[src/rtl/exc_commit_seq_if.sv]
// -----------------------------------------------------------------------------
// exc_commit_seq_if
//   Bundles the signals between the MEM-stage commit point, CP0, fetch and
//   exc_commit_seq.
//   master : the pipeline/CP0/fetch side. It drives the MEM-stage request,
//            the CP0 status inputs and redirect_ready.
//   slave  : the sequencer. It drives the CP0 commit outputs, flush and the
//            redirect request.
//   MEM-stage request : mem_valid, mem_pc, mem_is_ds, mem_exc[6:0], mem_eret,
//                       mem_bad_addr, int_pending
//   CP0 inputs        : status_exl, cp0_epc_in
//   CP0 outputs       : cp0_commit, cp0_eret, cp0_exccode, cp0_epc, cp0_epc_we,
//                       cp0_bd, cp0_badv, cp0_badv_we
//   Pipeline control  : flush
//   Redirect          : redirect_valid, redirect_pc, redirect_ready
// -----------------------------------------------------------------------------
interface exc_commit_seq_if;
    logic        mem_valid;
    logic [31:0] mem_pc;
    logic        mem_is_ds;
    logic [6:0]  mem_exc;
    logic        mem_eret;
    logic [31:0] mem_bad_addr;
    logic        int_pending;
    logic        status_exl;
    logic [31:0] cp0_epc_in;
    logic        redirect_ready;

    logic        cp0_commit;
    logic        cp0_eret;
    logic [4:0]  cp0_exccode;
    logic [31:0] cp0_epc;
    logic        cp0_epc_we;
    logic        cp0_bd;
    logic [31:0] cp0_badv;
    logic        cp0_badv_we;
    logic        flush;
    logic        redirect_valid;
    logic [31:0] redirect_pc;

    modport master (
        output mem_valid, mem_pc, mem_is_ds, mem_exc, mem_eret, mem_bad_addr,
               int_pending, status_exl, cp0_epc_in, redirect_ready,
        input  cp0_commit, cp0_eret, cp0_exccode, cp0_epc, cp0_epc_we, cp0_bd,
               cp0_badv, cp0_badv_we, flush, redirect_valid, redirect_pc
    );

    modport slave (
        input  mem_valid, mem_pc, mem_is_ds, mem_exc, mem_eret, mem_bad_addr,
               int_pending, status_exl, cp0_epc_in, redirect_ready,
        output cp0_commit, cp0_eret, cp0_exccode, cp0_epc, cp0_epc_we, cp0_bd,
               cp0_badv, cp0_badv_we, flush, redirect_valid, redirect_pc
    );
endinterface

[src/rtl/exc_commit_seq.sv]
// -----------------------------------------------------------------------------
// exc_commit_seq
//   Exception/ERET commit sequencer between the MEM-stage commit point and CP0.
//   When a request arrives in IDLE, the sequencer selects the highest-priority
//   cause and latches it. It then emits one commit (or eret) pulse to CP0,
//   keeps flush high for the commit cycle plus FLUSH_CYCLES cycles, and
//   finally offers the redirect PC to fetch until fetch accepts it. While a
//   sequence is in progress, any new request is dropped.
//
//   Parameters
//     FLUSH_CYCLES : number of cycles flush stays high after the commit cycle
//                    (must be >= 1)
//     EXC_VECTOR   : redirect target for every exception; an ERET redirects
//                    to EPC instead
//   Ports
//     clk, rst     : clock and asynchronous active-high reset
//     bus          : exc_commit_seq_if.slave (MEM request, CP0, flush, redirect)
//     exc_count    : number of exception commits (ERET is not counted); wraps
//                    at 2^32. This port exists only when the macro
//                    EXC_SEQ_CNT_EN is defined.
// -----------------------------------------------------------------------------
module exc_commit_seq #(
    parameter int unsigned FLUSH_CYCLES = 2,
    parameter logic [31:0] EXC_VECTOR   = 32'hbfc00380
) (
    input  logic        clk,
    input  logic        rst,
`ifdef EXC_SEQ_CNT_EN
    output logic [31:0] exc_count,
`endif
    exc_commit_seq_if.slave bus
);

    localparam int unsigned    CntW    = (FLUSH_CYCLES > 1) ? $clog2(FLUSH_CYCLES) : 1;
    localparam logic [CntW-1:0] CntInit = CntW'(FLUSH_CYCLES - 1);

    typedef enum logic [1:0] {StIdle, StCommit, StFlush, StRedirect} state_e;

    state_e          state_q, state_d;
    logic [CntW-1:0] cnt_q, cnt_d;

    logic        trigger;
    logic        sel_eret;
    logic [4:0]  sel_code;
    logic [31:0] sel_badv;
    logic        sel_badv_we;

    logic        eret_q, eret_d;
    logic [4:0]  code_q, code_d;
    logic [31:0] epc_q, epc_d;
    logic        epc_we_q, epc_we_d;
    logic        bd_q, bd_d;
    logic [31:0] badv_q, badv_d;
    logic        badv_we_q, badv_we_d;
    logic [31:0] rpc_q, rpc_d;

    assign trigger = (state_q == StIdle) && bus.mem_valid &&
                     (bus.int_pending || (|bus.mem_exc) || bus.mem_eret);

    // Priority select. ERET is chosen only when no exception or interrupt is present.
    always_comb begin
        sel_eret    = 1'b0;
        sel_code    = 5'h00;
        sel_badv    = 32'h0;
        sel_badv_we = 1'b0;
        if (bus.int_pending) begin
            sel_badv = bus.mem_pc;
        end else if (bus.mem_exc[0]) begin
            sel_code    = 5'h04;
            sel_badv    = bus.mem_pc;
            sel_badv_we = 1'b1;
        end else if (bus.mem_exc[1]) begin
            sel_code = 5'h0a;
        end else if (bus.mem_exc[2]) begin
            sel_code = 5'h0c;
        end else if (bus.mem_exc[3]) begin
            sel_code = 5'h08;
        end else if (bus.mem_exc[4]) begin
            sel_code = 5'h09;
        end else if (bus.mem_exc[5]) begin
            sel_code    = 5'h04;
            sel_badv    = bus.mem_bad_addr;
            sel_badv_we = 1'b1;
        end else if (bus.mem_exc[6]) begin
            sel_code    = 5'h05;
            sel_badv    = bus.mem_bad_addr;
            sel_badv_we = 1'b1;
        end else begin
            sel_eret = 1'b1;
        end
    end

    // State register
    always_ff @(posedge clk or posedge rst) begin
        if (rst) begin
            state_q <= StIdle;
            cnt_q   <= '0;
        end else begin
            state_q <= state_d;
            cnt_q   <= cnt_d;
        end
    end

    // Next state
    always_comb begin
        state_d = state_q;
        cnt_d   = cnt_q;
        unique case (state_q)
            StIdle: begin
                if (trigger) state_d = StCommit;
            end
            StCommit: begin
                state_d = StFlush;
                cnt_d   = CntInit;
            end
            StFlush: begin
                if (cnt_q == '0) state_d = StRedirect;
                else             cnt_d   = cnt_q - CntW'(1);
            end
            StRedirect: begin
                if (bus.redirect_ready) state_d = StIdle;
            end
            default: state_d = StIdle;
        endcase
    end

    // FSM outputs
    always_comb begin
        bus.cp0_commit     = 1'b0;
        bus.cp0_eret       = 1'b0;
        bus.flush          = 1'b0;
        bus.redirect_valid = 1'b0;
        unique case (state_q)
            StCommit: begin
                bus.cp0_commit = ~eret_q;
                bus.cp0_eret   = eret_q;
                bus.flush      = 1'b1;
            end
            StFlush:    bus.flush          = 1'b1;
            StRedirect: bus.redirect_valid = 1'b1;
            default: ;
        endcase
    end

    // Latched cause data. The ERET target is sampled during COMMIT, after CP0
    // has seen the request.
    always_comb begin
        eret_d    = eret_q;
        code_d    = code_q;
        epc_d     = epc_q;
        epc_we_d  = epc_we_q;
        bd_d      = bd_q;
        badv_d    = badv_q;
        badv_we_d = badv_we_q;
        rpc_d     = rpc_q;
        if (trigger) begin
            eret_d    = sel_eret;
            code_d    = sel_code;
            epc_d     = bus.mem_is_ds ? (bus.mem_pc - 32'd4) : bus.mem_pc;
            epc_we_d  = ~bus.status_exl;
            bd_d      = bus.mem_is_ds;
            badv_d    = sel_badv;
            badv_we_d = sel_badv_we;
        end
        if (state_q == StCommit) begin
            rpc_d = eret_q ? bus.cp0_epc_in : EXC_VECTOR;
        end
    end

    always_ff @(posedge clk or posedge rst) begin
        if (rst) begin
            eret_q    <= 1'b0;
            code_q    <= 5'h00;
            epc_q     <= 32'h0;
            epc_we_q  <= 1'b0;
            bd_q      <= 1'b0;
            badv_q    <= 32'h0;
            badv_we_q <= 1'b0;
            rpc_q     <= 32'h0;
        end else begin
            eret_q    <= eret_d;
            code_q    <= code_d;
            epc_q     <= epc_d;
            epc_we_q  <= epc_we_d;
            bd_q      <= bd_d;
            badv_q    <= badv_d;
            badv_we_q <= badv_we_d;
            rpc_q     <= rpc_d;
        end
    end

    assign bus.cp0_exccode = code_q;
    assign bus.cp0_epc     = epc_q;
    assign bus.cp0_epc_we  = epc_we_q;
    assign bus.cp0_bd      = bd_q;
    assign bus.cp0_badv    = badv_q;
    assign bus.cp0_badv_we = badv_we_q;
    assign bus.redirect_pc = rpc_q;

`ifdef EXC_SEQ_CNT_EN
    logic [31:0] count_q, count_d;

    always_comb begin
        count_d = count_q;
        if (state_q == StCommit && !eret_q) count_d = count_q + 32'd1;
    end

    always_ff @(posedge clk or posedge rst) begin
        if (rst) count_q <= 32'h0;
        else     count_q <= count_d;
    end

    assign exc_count = count_q;
`endif

endmodule
[src/flat_wrapper.sv]
// flat-port wrapper written by rule: the top's interface ports become plain ports
module exc_commit_seq_flat 
#(
    parameter int unsigned FLUSH_CYCLES = 2,
    parameter logic [31:0] EXC_VECTOR   = 32'hbfc00380
)
  (clk, rst, bus_mem_valid, bus_mem_pc, bus_mem_is_ds, bus_mem_exc, bus_mem_eret, bus_mem_bad_addr, bus_int_pending, bus_status_exl, bus_cp0_epc_in, bus_redirect_ready, bus_cp0_commit, bus_cp0_eret, bus_cp0_exccode, bus_cp0_epc, bus_cp0_epc_we, bus_cp0_bd, bus_cp0_badv, bus_cp0_badv_we, bus_flush, bus_redirect_valid, bus_redirect_pc);
  exc_commit_seq_if bus_i ();
  input  logic clk;
  input  logic rst;
  input wire logic [$bits(bus_i.mem_valid)-1:0] bus_mem_valid;
  input wire logic [$bits(bus_i.mem_pc)-1:0] bus_mem_pc;
  input wire logic [$bits(bus_i.mem_is_ds)-1:0] bus_mem_is_ds;
  input wire logic [$bits(bus_i.mem_exc)-1:0] bus_mem_exc;
  input wire logic [$bits(bus_i.mem_eret)-1:0] bus_mem_eret;
  input wire logic [$bits(bus_i.mem_bad_addr)-1:0] bus_mem_bad_addr;
  input wire logic [$bits(bus_i.int_pending)-1:0] bus_int_pending;
  input wire logic [$bits(bus_i.status_exl)-1:0] bus_status_exl;
  input wire logic [$bits(bus_i.cp0_epc_in)-1:0] bus_cp0_epc_in;
  input wire logic [$bits(bus_i.redirect_ready)-1:0] bus_redirect_ready;
  output wire logic [$bits(bus_i.cp0_commit)-1:0] bus_cp0_commit;
  output wire logic [$bits(bus_i.cp0_eret)-1:0] bus_cp0_eret;
  output wire logic [$bits(bus_i.cp0_exccode)-1:0] bus_cp0_exccode;
  output wire logic [$bits(bus_i.cp0_epc)-1:0] bus_cp0_epc;
  output wire logic [$bits(bus_i.cp0_epc_we)-1:0] bus_cp0_epc_we;
  output wire logic [$bits(bus_i.cp0_bd)-1:0] bus_cp0_bd;
  output wire logic [$bits(bus_i.cp0_badv)-1:0] bus_cp0_badv;
  output wire logic [$bits(bus_i.cp0_badv_we)-1:0] bus_cp0_badv_we;
  output wire logic [$bits(bus_i.flush)-1:0] bus_flush;
  output wire logic [$bits(bus_i.redirect_valid)-1:0] bus_redirect_valid;
  output wire logic [$bits(bus_i.redirect_pc)-1:0] bus_redirect_pc;
  assign bus_i.mem_valid = bus_mem_valid;
  assign bus_i.mem_pc = bus_mem_pc;
  assign bus_i.mem_is_ds = bus_mem_is_ds;
  assign bus_i.mem_exc = bus_mem_exc;
  assign bus_i.mem_eret = bus_mem_eret;
  assign bus_i.mem_bad_addr = bus_mem_bad_addr;
  assign bus_i.int_pending = bus_int_pending;
  assign bus_i.status_exl = bus_status_exl;
  assign bus_i.cp0_epc_in = bus_cp0_epc_in;
  assign bus_i.redirect_ready = bus_redirect_ready;
  assign bus_cp0_commit = bus_i.cp0_commit;
  assign bus_cp0_eret = bus_i.cp0_eret;
  assign bus_cp0_exccode = bus_i.cp0_exccode;
  assign bus_cp0_epc = bus_i.cp0_epc;
  assign bus_cp0_epc_we = bus_i.cp0_epc_we;
  assign bus_cp0_bd = bus_i.cp0_bd;
  assign bus_cp0_badv = bus_i.cp0_badv;
  assign bus_cp0_badv_we = bus_i.cp0_badv_we;
  assign bus_flush = bus_i.flush;
  assign bus_redirect_valid = bus_i.redirect_valid;
  assign bus_redirect_pc = bus_i.redirect_pc;
  exc_commit_seq #(.FLUSH_CYCLES(FLUSH_CYCLES), .EXC_VECTOR(EXC_VECTOR)) u_core (.clk(clk), .rst(rst), .bus(bus_i));
endmodule
[config.mk]
export PLATFORM = sky130hd
export DESIGN_NAME = exc_commit_seq_flat
export DESIGN_NICKNAME = d
export VERILOG_FILES = /design/src/rtl/exc_commit_seq_if.sv /design/src/rtl/exc_commit_seq.sv /design/src/flat_wrapper.sv
export SDC_FILE = /design/constraint.sdc
export NUM_CORES = 1
export LEC_CHECK = 0
export ABC_AREA = 1
export ABC_CLOCK_PERIOD_IN_PS = 9250
export CAP_MARGIN = 40
export CORE_MARGIN = 3
export CORE_UTILIZATION = 47
export DETAILED_ROUTE_END_ITERATION = 8
export MAX_ROUTING_LAYER = met4
export PLACE_DENSITY_LB_ADDON = 0.3
export SETUP_SLACK_MARGIN = 0.3
export SLEW_MARGIN = 20
export SYNTH_ARGS = -nofsm -noshare
export SYNTH_HDL_FRONTEND = slang
export SYNTH_SLANG_ARGS = --single-unit
[constraint.sdc]
create_clock -name clk -period 9.25 [get_ports clk]
set_input_delay 1.85 -clock clk [delete_from_list [all_inputs] [get_ports clk]]
set_output_delay 1.85 -clock clk [all_outputs]
set_load 0.01 [all_outputs]
Word level (Yosys, flattened, before mapping)
Index checks and enable logic that the tools add are counted.
- register bits: 108
- bits of input ports: 111
- output and inout port bits: 108
- word-level logic and storage cells: 73
- add/sub/neg operators: 2
- equality and inequality tests: 6
- mux-type cells: 44
- bitwise logic cells: 2
- reductions and logical operators: 9
- operators with widths (cell ; number):
    $mux W32 ; 10
    $mux W5 ; 7
    $sub A32 B3 Y32 const B ; 1
    $mux W1 ; 21
    $pmux W2 S4 ; 1
    $reduce_or A7 Y1 ; 1
    $mux W2 ; 3
    $eq A2 B2 Y1 const B ; 2
    $ne A2 B2 Y1 const B ; 2
    $mux W3 ; 1
    $reduce_and A3 Y1 ; 1
    $eq A2 B1 Y1 const B ; 1
    $logic_and A1 B1 Y1 ; 2
    $logic_not A2 Y1 ; 1
    $logic_or A1 B1 Y1 ; 2
    $ne A2 B1 Y1 const B ; 1
    $not A1 Y1 ; 2
    $pmux W1 S2 ; 1
    $reduce_bool A2 Y1 ; 1
    $reduce_or A2 Y1 ; 1
    $sub A1 B1 Y1 const B ; 1

Longest topological paths before layout
- word-level depth: 8
- gate-level depth with buffers: 11
- depth with buffers taken out: 10

Least setup slack after synthesis
OpenSTA, ideal clock, no wires.
- kind: register to output
- start: register u_core.state_q[1]
- end: output port bus_cp0_eret
- arrival: 1190 ps
- required time: 7400 ps
- path slack: 6210 ps
- cell stages (with the launch flop): 6
- buffers on the path: 1
- path through: dfrtp_1 inv_1 ha_1 nand2_1 inv_1 clkbuf_1
- word-level cells in the longest chain between the ends: 2
- ends and longest elaborated chain (item ; RTL line ; text):
    start, declared ; exc_commit_seq.sv:39 ; state_e state_q, state_d;
    start signal, assigned ; exc_commit_seq.sv:96 ; state_q <= StIdle;
    start signal, assigned ; exc_commit_seq.sv:99 ; state_q <= state_d;
    $eq A2 B1 Y1 ; exc_commit_seq.sv:133 ; unique case (state_q)
    $mux W1 ; exc_commit_seq.sv:133 ;
    end, declared ; flat_wrapper.sv:22 ; output wire logic [$bits(bus_i.cp0_eret)-1:0] bus_cp0_eret;
No other way between the ends.

Worst setup path in the final report
Same ends and word-level chain as after synthesis.

==> out/metrics.csv <==
metric,value,unit
path_buf_inv,3,
grt_overflow,0,
drv_cap,0,
synth.avg_cell_area,8.160,µm²
drv_slew,0,
clk_latency,0.35,ns
synth_area_leaders,"dfrtp_1, nand2_1, nand3_1",
power_density,279.5,nW/µm²
clockBufferDepth,2,
synth_simple_gate_area_share,28.24,%
final_nets,975,
synth_cell_types,28,
p_int,1.416,mW
switching_power,0.7881,mW
vias,5364,
ctsResizeCount,0,
slew_headroom,53.97,%
start_kind,register,
dr.pass1.iters,5,
dieArea,12700,µm²
gp_congestion,0.9401,
antenna_found_initial,0,
clk_pin_slew,0.07,ns
p_seq_share,36.1,%
synth_compound_area_share,11.78,%
p_clk_share,16.2,%
htreeDepth,3,
cts_tree,done,
crit_slowest_cell,clkdlybuf4s50_1,
rows,38,
period_needed,4.916,ns
antenna_cells,0,
ys_ff_latch,107,
worstHoldPathType,register to register,
cts_setup_buffers,0,
grt_setup_unrepaired,false,
yosysWarnings,0,
syn-cell-area,5353,µm²
start_util,48.74,%
placed_area,7591,µm²
routed_wl,16970,µm
p_comb_share,47.6,%
path_max_fanout,21,
irDropWorstVdd,0.1598,mV
drt-initial-drc-count,451,
fin_ws,4.334,ns
seq_area_frac_synth,50.02,%
synth_cells,656,
synth_top_family_by_area,simple AND/OR/NAND/NOR gates,
io_pins,219,
syn_nets,773,
holdBufCountCts,0,
grt_util_all_layers,27.63,%
wl_per_cell,16.92,µm
cts_buffers,9,
p_sw_share,35.76,%
port_buffers,217,
yosys.area.top_type,dfrtp_1,
period_share,53.15,%
die_w,112.7,µm
cp-end-kind,primary output,
crit_top_cell,inv_1,
outcome,"complete, no violations",
clkSinkCount,107,
worst_pin_slew,0.6904,ns
fmax,203.4,MHz
max_stage_delay,0.66,ns
whs,0.4698,ns
finalSetupTns,0,ns
synthMuxAreaShare,0,%
fp.dieH,112.7,µm
stdcell_area,7884,µm²
detailedPlace.worstSlack,4.748,ns
setup_viol,0,
cpLargestDelayFamily,buffers and inverters,
path_class,register to primary output,
via_per_inst,5.348,
skew,0.007724,ns
core_area,10980,µm²
antenna_left,0,
drc,0,
synth_fa_ha_area_share,1.403,%
crit_required,7.40,ns
grt_pass1_vias,5430,
arrival,3.07,ns
area_growth,47.29,%
grt_start_max_net_pins,94,
p_leak,3.496,nW
hold_viol_final,0,
crit_chain,inv_1 > ha_1 > nand2_1 > inv_1 > clkdlybuf4s50_1,
synth_top_area_share,50.02,%
drive_above_1_share,3.360,%
grt_pass1_wl,27410,µm
dp_hpwl,12930,µm
synth-xor-area-share,1.800,%
clockRootBuffer,clkbuf_16,
-- worst paths after layout --
check,from,endpoint,slack (ns),cells after the start
max,u_core.state_q[1],bus_cp0_eret,4.33,5
min,u_core.bus.cp0_badv[18],u_core.bus.cp0_badv[18],0.47,2
max reg2reg,u_core.state_q[1],u_core.bus.redirect_pc[30],6.87,5
min reg2reg,u_core.bus.cp0_badv[18],u_core.bus.cp0_badv[18],0.47,2
max in group asynchronous,rst,u_core.bus.cp0_epc[20],6.60,4
min in group asynchronous,rst,u_core.bus.redirect_pc[28],1.77,2
-- cells in the mapped netlist (all sizes together) --
cell type	count
xor2	11
o21ai	48
nor3	2
nor2	63
o21bai	1
clkbuf	10
inv	44
and2	1
a21oi	1
nand3	80
nand4	10
ha	6
o21a	12
a22o	20
o22a	12
a22oi	1
conb	1
dfrtp	107
buf	22
nand2	204
-- layout by cell type (no fill, tap or decap), types with 2 or more instances in the layout --
cell             instances
o22a_1                  12
o21ai_1                  6
nand2_2                  2
o21a_1                  12
nor2_2                   4
nor2_1                  56
clkbuf_16                9
xor2_1                  11
buf_4                    2
nand3_1                 80
o21ai_0                 42
clkdlybuf4s50_1        217
ha_1                     6
buf_16                   2
clkbuf_1                 4
clkinv_4                 2
inv_1                   42
nand4_1                 10
a22o_1                  20
nor2_4                   3
nor3_1                   2
dfrtp_1                107
nand2_1                202
-- power groups by stage --
stage          Combinational [mW]  Clock, mW  Sequential (mW)
2_1_floorplan               0.409          0            0.880
3_3_place_gp                 1.02          0            0.796
3_5_place_dp                 1.05          0            0.803
4_1_cts                      1.06      0.366            0.797
5_1_grt                      1.14      0.382            0.821
6_report                     1.05      0.358            0.796
-- cell type report --
| cell class | instances | area, µm² |
|---|---|---|
| Tap cell | 140 | 175.2 |
| Multi-Input combinational cell | 473 | 2325 |
| Sequential cell | 107 | 2678 |
| Inverter | 44 | 167.7 |
| Clock inverter | 3 | 25.02 |
| Fill cell | 874 | 3099 |
| Timing Repair Buffer | 223 | 2273 |
| Clock buffer | 13 | 240.2 |
-- state kept, by name (all words and copies together) (netlist names) --
signal                  cells
u_core.state_q              2
u_core.cnt_q                1
u_core.bus.cp0_bd           1
u_core.bus.cp0_badv        32
u_core.bus.cp0_epc         32
u_core.bus.redirect_pc     32
u_core.bus.cp0_exccode      4
u_core.bus.cp0_badv_we      1
u_core.eret_q               1
u_core.bus.cp0_epc_we       1
-- worst min-delay path: stages, from the launching register on --
cell and delay (ns):
dfrtp_1 0.34, nand2_1 0.05, nand2_1 0.05
-- logic make-up after synthesis --
group,Yosys count
AO/OA/AOI/OAI,95
XOR/XNOR,11
adder cells (fa/ha/maj),6
buffers and inverters,76
flip-flops,107
other,1
AND/OR/NAND/NOR,360
-- stage by stage --
stage	utilization [%]	instances	power [mW]
4_1_cts	71.53	1002	2.223
2_1_floorplan	-	656	1.289
6_report	71.78	1003	2.204
3_5_place_dp	69.12	986	1.857
3_3_place_gp	68.65	984	1.815
5_1_grt	71.78	1003	2.344
-- per-layer routing --
layer,vias to the layer above,wire [µm],GRT usage [%]
li1,2551,-,-
met1,2549,7104,35.57
met2,238,8232,44.91
met3,26,1195,4.064
met4,0,442,9.776
met5,-,0,-
(Power assumes the default switching activity.)
